## src/rtl/imm_gen_reg.sv

```systemverilog
// Registered RISC-V immediate generator: latches IR on ir_write, decodes format, holds result until acked.
// Latency: imm_valid 2 edges after the ir_write cycle with REG_OUT=1, 1 edge with REG_OUT=0; ir_write always wins over imm_ack.
module imm_gen_reg #(
    parameter int XLEN    = 32,
    parameter bit REG_OUT = 1'b1
) (
    input  logic            clk,
    input  logic            rst,
    input  logic [31:0]     instr_in,
    input  logic            ir_write,
    input  logic            imm_ack,
    output logic [31:0]     instr_q,
    output logic [XLEN-1:0] imm_out,
    output logic [2:0]      imm_fmt,
    output logic            illegal,
    output logic            imm_valid
);

    typedef enum logic [1:0] {S_IDLE, S_DECODE, S_HOLD} state_t;

    localparam logic [2:0] FMT_R     = 3'd0;
    localparam logic [2:0] FMT_I     = 3'd1;
    localparam logic [2:0] FMT_S     = 3'd2;
    localparam logic [2:0] FMT_B     = 3'd3;
    localparam logic [2:0] FMT_U     = 3'd4;
    localparam logic [2:0] FMT_J     = 3'd5;
    localparam logic [2:0] FMT_SHAMT = 3'd6;
    localparam logic [2:0] FMT_NONE  = 3'd7;

    state_t            r_state;
    state_t            w_state_nxt;
    logic [31:0]       r_ir;
    logic [XLEN-1:0]   r_imm;
    logic [2:0]        r_fmt;
    logic              r_illegal;

    logic [31:0]       w_src;
    logic [31:0]       w_imm32;
    logic [XLEN-1:0]   w_imm;
    logic [2:0]        w_fmt;
    logic              w_illegal;
    logic              w_load;
    logic              w_valid;

    // With no output stage the decoder sees the word being captured, so results land on the capture edge.
    assign w_src = REG_OUT ? r_ir : instr_in;

    always_comb begin
        w_imm32   = '0;
        w_fmt     = FMT_NONE;
        w_illegal = 1'b1;
        unique case (w_src[6:0])
            7'h03, 7'h67: begin
                w_imm32   = {{20{w_src[31]}}, w_src[31:20]};
                w_fmt     = FMT_I;
                w_illegal = 1'b0;
            end
            7'h13: begin
                w_illegal = 1'b0;
                if (w_src[14:12] == 3'b001 || w_src[14:12] == 3'b101) begin
                    w_imm32 = {26'b0, (XLEN == 64) ? w_src[25] : 1'b0, w_src[24:20]};
                    w_fmt   = FMT_SHAMT;
                end else begin
                    w_imm32 = {{20{w_src[31]}}, w_src[31:20]};
                    w_fmt   = FMT_I;
                end
            end
            7'h23: begin
                w_imm32   = {{20{w_src[31]}}, w_src[31:25], w_src[11:7]};
                w_fmt     = FMT_S;
                w_illegal = 1'b0;
            end
            7'h63: begin
                w_imm32   = {{20{w_src[31]}}, w_src[7], w_src[30:25], w_src[11:8], 1'b0};
                w_fmt     = FMT_B;
                w_illegal = 1'b0;
            end
            7'h37, 7'h17: begin
                w_imm32   = {w_src[31:12], 12'b0};
                w_fmt     = FMT_U;
                w_illegal = 1'b0;
            end
            7'h6F: begin
                w_imm32   = {{12{w_src[31]}}, w_src[19:12], w_src[20], w_src[30:21], 1'b0};
                w_fmt     = FMT_J;
                w_illegal = 1'b0;
            end
            7'h33: begin
                w_fmt     = FMT_R;
                w_illegal = 1'b0;
            end
            default: begin
                w_imm32   = '0;
                w_fmt     = FMT_NONE;
                w_illegal = 1'b1;
            end
        endcase
    end

    // Every 32-bit form already carries IR[31] in its top bit, so widening is a plain sign extension.
    assign w_imm = XLEN'($signed(w_imm32));

    always_ff @(posedge clk or posedge rst) begin
        if (rst) begin
            r_state <= S_IDLE;
        end else begin
            r_state <= w_state_nxt;
        end
    end

    always_comb begin
        w_state_nxt = r_state;
        unique case (r_state)
            S_IDLE: begin
                if (ir_write) w_state_nxt = REG_OUT ? S_DECODE : S_HOLD;
            end
            S_DECODE: begin
                w_state_nxt = ir_write ? S_DECODE : S_HOLD;
            end
            S_HOLD: begin
                if (ir_write)     w_state_nxt = REG_OUT ? S_DECODE : S_HOLD;
                else if (imm_ack) w_state_nxt = S_IDLE;
            end
            default: w_state_nxt = S_IDLE;
        endcase
    end

    always_comb begin
        w_valid = (r_state == S_HOLD);
        w_load  = REG_OUT ? ((r_state == S_DECODE) && !ir_write) : ir_write;
    end

    always_ff @(posedge clk or posedge rst) begin
        if (rst) begin
            r_ir <= '0;
        end else if (ir_write) begin
            r_ir <= instr_in;
        end
    end

    always_ff @(posedge clk or posedge rst) begin
        if (rst) begin
            r_imm     <= '0;
            r_fmt     <= FMT_R;
            r_illegal <= 1'b0;
        end else if (w_load) begin
            r_imm     <= w_imm;
            r_fmt     <= w_fmt;
            r_illegal <= w_illegal;
        end
    end

    assign instr_q   = r_ir;
    assign imm_out   = r_imm;
    assign imm_fmt   = r_fmt;
    assign illegal   = r_illegal;
    assign imm_valid = w_valid;

endmodule
```

## config.mk

```make
export PLATFORM = sky130hd
export DESIGN_NAME = imm_gen_reg
export DESIGN_NICKNAME = d
export VERILOG_FILES = /design/src/rtl/imm_gen_reg.sv
export SDC_FILE = /design/constraint.sdc
export NUM_CORES = 1
export LEC_CHECK = 0
export ABC_AREA = 1
export CORE_AREA = 2 2 91 93
export CTS_CLUSTER_DIAMETER = 150
export DETAILED_ROUTE_END_ITERATION = 10
export DIE_AREA = 0 0 93 95
export GPL_ROUTABILITY_DRIVEN = 1
export PLACE_DENSITY = 0.74
export SLEW_MARGIN = 20
export SYNTH_ARGS = -nofsm -noshare
export SYNTH_HDL_FRONTEND = slang
export SYNTH_SLANG_ARGS = --single-unit
```

## constraint.sdc

```tcl
create_clock -name clk -period 3.4 [get_ports clk]
set_clock_uncertainty 0.1 [all_clocks]
set_input_delay 1.02 -clock clk [delete_from_list [all_inputs] [get_ports clk]]
set_output_delay 1.02 -clock clk [all_outputs]
set_load 0.005 [all_outputs]
```

==> impl_metrics.yaml, run 1 <==
sta:
  period_minus_slack_ns: 2.73
  hold_ws_ns: 0.350
  tightest_slew_ns: 0.645
  grt_setup_unrepaired: "false"
  timing.fmax_mhz: 367
  setup_violations: 0
  setup_tns_ns: 0
  hold_viol_final: 0
  period_share_pct: 80.2
  max-slew-margin-rel_pct: 56.9
  slew_violations: 0
worst_setup_path:
  cp_slowest_cell: "dfrtp_1"
  start_kind: "flop"
  worstPathRequired_ns: 2.28
  critPathKind: "flop to output pin"
  worstPathArrival_ns: 1.61
  cpLargestDelayFamily: "flip-flops"
  cp_max_fo: 15
  cpPeakStageDelay_ns: 0.66
  cp.buffers_inverters: 1
  crit_chain: "clkdlybuf4s50_1"
  end_kind: "output pin"
pwr:
  p_int_mw: 1.40
  worst_ir_drop_vdd_mv: 0.214
  switchingPower_mw: 0.482
  p_comb_share_pct: 16.3
  clockPowerShare_pct: 33.7
  p_leak_nw: 2.38
  netSwitchingFraction_pct: 25.6
  power_mw: 1.88
  cellPowerDensity_nw_per_um2: 413
  sequentialPowerShare_pct: 50.0
synthesis:
  muxShareOfSynthArea_pct: 0
  synthXorXnorAreaFrac_pct: 0
  synthSimpleGateAreaFrac_pct: 31.9
  synth_fp_nets: 467
  netlist_instances: 431
  synthAdderAreaFrac_pct: 0
  ys_ff_latch: 70
  synth_top_family_by_area: "simple AND/OR/NAND/NOR gates"
  syn_avg_cell_area_um2: 7.62
  yosys_warnings: 0
  synth_compound_area_share_pct: 8.08
  ys_seq_area_share_pct: 53.4
  synth_cell_types: 19
  syn-cell-area_um2: 3280
routing:
  first_pass_iters: 4
  drc: 0
  ant_nets: 0
  drt_iter0_markers: 236
  vias: 3084
  via_per_inst: 4.85
  drt-total-wl_um: 8810
  wire_per_inst_um: 13.9
cts:
  cts_resized: 0
  htree_levels: 3
  cts_tree: "yes"
  post_cts_buffers: 0
  cts_inserted_buffers: 9
  cts_buffer_depth: 2
  clkSinkCount: 70
  clk_pin_slew_worst_paths_ns: 0.07
  clk_latency_ns: 0.35
  cts_hold_buf: 0
  clockRootBuffer: "clkbuf_8"
floorplanning:
  start_util_pct: 41.4
  fp-row-count: 33
  pin_count: 105
  core_um2: 7930
  die_width_um: 93
  die_h_um: 95
  dieArea_um2: 8840
placement:
  io_buffers: 104
  dp_hpwl_um: 6200
  gp_congestion: 0.812
  placed_cell_area_um2: 4370
  dp.cells: 623
global_route:
  grt_pass1_vias: 2993
  track_usage_pct: 20.6
  overflow: 0
  antenna_found_initial: 0
  grt_max_degree: 53
  grt_first_pass_wirelength_um: 14200
finish:
  drive_above_1_share_pct: 5.84
  syn2layout_area_growth_pct: 38.5
  finalNonFillerCells: 636
  antenna_cells: 0
  fin_nets: 565
  fin_area_um2: 4550
outcome:
  status: "finished clean"
flow_run:
  cap_violations: 0
min_path:
  worstHoldPathType: "flop to flop"
## Yosys cell counts
cell type	number	area (µm²)
nand2_1	204	766
dfrtp_1	70	1750
o21ai_0	30	150
nor2_1	27	101
inv_1	26	97.6
a21oi_1	20	100
nand3_1	15	75.1
clkbuf_1	9	33.8
buf_2	7	35.0
nand2_2	5	31.3
buf_6	4	45.0
a21boi_0	2	15.0
inv_2	2	7.51
nand3_2	2	20.0
nand4_1	2	12.5
nor2_2	2	12.5
or2_2	2	12.5
nor2_4	1	11.3
nor3_1	1	5.00
## path summary, 6_finish.rpt
path                                           end  slack [ns]  cells past startpoint                    start
hold reg to reg             r_state[0]$_DFFE_PP0P_        0.35                      1   r_state[1]$_DFFE_PP0P_
setup / recovery                       instr_q[31]        0.67                      1  instr_q[31]$_DFFE_PP0P_
max in group asynchronous   r_state[0]$_DFFE_PP0P_        1.57                      3                      rst
min in group asynchronous  imm_out[27]$_DFFE_PP0P_        0.99                      2                      rst
setup reg to reg           imm_out[15]$_DFFE_PP0P_        1.20                      9   instr_q[3]$_DFFE_PP0P_
hold / removal              r_state[0]$_DFFE_PP0P_        0.35                      1   r_state[1]$_DFFE_PP0P_
## cell families (layout without fill, tap and decap cells)
logic type / Yosys count / in the layout
AND/OR/NAND/NOR: 261 / 261
flip-flops: 70 / 70
AO/OA/AOI/OAI: 52 / 52
buffers and inverters: 48 / 148
## layer usage
metal / global-route usage, % / part of all wire [%] / vias up
li1: - / - / 1523
met1: 27.0 / 45 / 1460
met2: 34.2 / 49 / 89
met3: 3.67 / 4.6 / 12
met4: 7.84 / 1.7 / 0
met5: 0 / 0 / -
## cell usage in the layout (no fill, tap or decap), types with 3 or more instances in the layout
cell / n
clkdlybuf4s50_1: 103
nor2_1: 27
a21oi_1: 20
inv_2: 3
o21ai_0: 30
nand3_1: 15
clkbuf_8: 10
nand2_2: 5
inv_1: 25
nand2_1: 204
dfrtp_1: 70
## metrics by stage
stage,setup slack [ns],utilization (%)
6_report,0.674,57.4
5_1_grt,0.631,57.4
4_1_cts,0.680,57.4
3_5_place_dp,0.703,55.1
3_3_place_gp,0.784,55.1
2_1_floorplan,0.512,-
## area by class of cell
class / instances / area [µm²]
repair buffers: 107 / 1070
well taps: 105 / 131
inverters: 28 / 105
flip-flops and latches: 70 / 1750
fillers: 746 / 3380
clock buffers: 11 / 141
multi-input cells: 313 / 1310
clock inverters: 2 / 35.0
## power by group through the flow
| stage | logic (mW) | clock network, mW | registers (mW) |
|---|---|---|---|
| after floorplan | 0.121 | 0 | 0.948 |
| after global placement | 0.302 | 0 | 0.953 |
| after detailed placement | 0.308 | 0 | 0.955 |
| after CTS | 0.310 | 0.644 | 0.940 |
| after global routing | 0.339 | 0.671 | 0.948 |
| final | 0.306 | 0.633 | 0.941 |
## state kept, by name, summed over array words and instances, names as in the netlist
name,cells
r_state,2
imm_out,32
illegal,1
instr_q,32
imm_fmt,3
(Power assumes the default switching activity.)
==> inputs of run 2 (changes only) <==
==> constraint.sdc (replaced) <==
create_clock -name clk -period 2.7 [get_ports clk]
set_clock_uncertainty 0.1 [all_clocks]
set_input_delay 0.81 -clock clk [delete_from_list [all_inputs] [get_ports clk]]
set_output_delay 0.81 -clock clk [all_outputs]
set_load 0.005 [all_outputs]
==> impl_metrics.yaml, run 2 (synthesis gave the netlist of run 1 again) <==
outcome:
  status: "finished clean"
floorplanning:
  core_um2: 7930
  die_width_um: 93
  pin_count: 105
  start_util_pct: 41.4
  dieArea_um2: 8840
  die_h_um: 95
  fp-row-count: 33
cts:
  clk_pin_slew_worst_paths_ns: 0.07
  clk_latency_ns: 0.35
  clockRootBuffer: "clkbuf_8"
  cts_hold_buf: 0
  post_cts_buffers: 0
  cts_tree: "yes"
  cts_inserted_buffers: 9
  cts_resized: 0
  htree_levels: 3
  clkSinkCount: 70
  cts_buffer_depth: 2
worst_setup_path:
  rr_worst_depth: 9
  worstPathRequired_ns: 1.79
  crit-reg2reg-launch: "instr_q[2]$_DFFE_PP0P_"
  r2r_slack_ns: 0.59
  worstReg2RegEnd: "imm_out[24]$_DFFE_PP0P_"
  start_kind: "flop"
  worstPathArrival_ns: 1.40
  setup.worst_path.start: "r_state[0]$_DFFE_PP0P_"
  critPathKind: "flop to output pin"
  cp_max_fo: 3
  end_kind: "output pin"
sta:
  period_share_pct: 85.5
  setup_violations: 0
  setup_tns_ns: 0
  period_minus_slack_ns: 2.31
  grt_setup_unrepaired: "false"
  timing.fmax_mhz: 433
  slew_violations: 0
  tightest_slew_ns: 0.610
  max-slew-margin-rel_pct: 59.2
  hold_viol_final: 0
pwr:
  p_comb_share_pct: 15.5
  sequentialPowerShare_pct: 46.5
  worst_ir_drop_vdd_mv: 0.229
  switchingPower_mw: 0.636
  p_int_mw: 1.90
  cellPowerDensity_nw_per_um2: 548
  clockPowerShare_pct: 38.0
  netSwitchingFraction_pct: 25.1
  p_leak_nw: 2.42
finish:
  antenna_cells: 0
  mostFrequentLayoutCells: "nand2_1, clkdlybuf4s50_1, dfrtp_1"
  final_common_cell: "nand2_1"
  drive_above_1_share_pct: 7.08
  syn2layout_area_growth_pct: 40.9
  finalNonFillerCells: 642
  fin_nets: 568
  fillerInstances: 742
min_path:
  worstHoldStart: "r_state[1]$_DFFE_PP0P_"
  hold_depth: 1
  worstHoldPathType: "flop to flop"
  min_to: "r_state[0]$_DFFE_PP0P_"
routing:
  wire_per_inst_um: 13.5
  drc: 0
  drt_iter0_markers: 244
  ant_nets: 0
  via_per_inst: 4.86
  first_pass_iters: 4
  vias: 3122
  drt-total-wl_um: 8650
flow_run:
  cap_violations: 0
placement:
  dp_hpwl_um: 6250
  gp_congestion: 0.855
  io_buffers: 104
  dp.cells: 626
global_route:
  grt_pass1_vias: 2985
  antenna_found_initial: 0
  grt_max_degree: 71
  track_usage_pct: 20.9
  overflow: 0
  grt_first_pass_wirelength_um: 14400
[run 2: cell types whose count changed in the layout (fill, tap and decap cells not counted)]
cell,previous run,this run
bufinv_16,1,2
clkinvlp_4,0,1
clkinv_4,0,1
buf_4,2,5
clkbuf_1,1,0
clkbuf_8,10,11
[run 2: how the worst max path moves through the flow]
stage / end / slack, ns / cells after the start
floorplan: illegal$_DFFE_PP0P_ / 0.02 / 1
global placement: imm_out[25]$_DFFE_PP0P_ / 0.71 / 9
detailed placement: imm_out[24]$_DFFE_PP0P_ / 0.65 / 9
CTS: imm_valid / 0.39 / 2
global route: imm_valid / 0.35 / 2
finish: imm_valid / 0.39 / 2
[run 2: area by class of cell]
type | count | area [µm²] | area share (%)
Timing Repair Buffer | 110 | 1090 | 23.6
Multi-Input combinational cell | 313 | 1310 | 28.4
Clock inverter | 5 | 81.3 | 1.76
Sequential cell | 70 | 1750 | 37.9
Inverter | 28 | 105 | 2.27
Tap cell | 105 | 131 | 2.84
Clock buffer | 11 | 151 | 3.27
[run 2: routing by layer]
layer / vias to the layer above / GRT usage (%) / wire length [µm]
met3: 16 / 5.19 / 593
met2: 111 / 32.4 / 4030
li1: 1542 / - / -
met5: - / 0 / 0
met1: 1453 / 28.7 / 3860
met4: 0 / 7.11 / 172
[run 2: critical path, stage by stage (launching register included)]
cell,delay [ns]
dfrtp_1,0.40
nor2_1,0.15
clkdlybuf4s50_1,0.52
[run 2: through the flow]
stage / instance area [µm²] / power, mW / worst slack, ns / hold WS [ns] / util (%)
floorplan: 3280 / 1.35 / 0.0218 / 0.323 / -
global placement: 4390 / 1.59 / 0.709 / 0.333 / 55.4
detailed placement: 4390 / 1.59 / 0.646 / 0.349 / 55.4
CTS: 4630 / 2.55 / 0.389 / 0.360 / 58.4
global route: 4630 / 2.66 / 0.351 / 0.378 / 58.4
finish: 4630 / 2.54 / 0.392 / 0.357 / 58.4
[run 2: power groups by stage]
stage          Sequential, mW  Clock [mW]  Combinational [mW]
3_5_place_dp             1.20           0               0.396
2_1_floorplan            1.19           0               0.152
5_1_grt                  1.19        1.04               0.437
3_3_place_gp             1.20           0               0.390
4_1_cts                  1.18       0.976               0.399
6_report                 1.18       0.964               0.392
==> inputs of run 3 (changes only) <==
--- a/config.mk
+++ b/config.mk
@@ -16,3 +16,4 @@
 export SYNTH_ARGS = -nofsm -noshare
 export SYNTH_HDL_FRONTEND = slang
 export SYNTH_SLANG_ARGS = --single-unit
+export TNS_END_PERCENT = 50
==> results of run 3 <==
The final DEF is identical to that of run 2; final timing and power are the same.
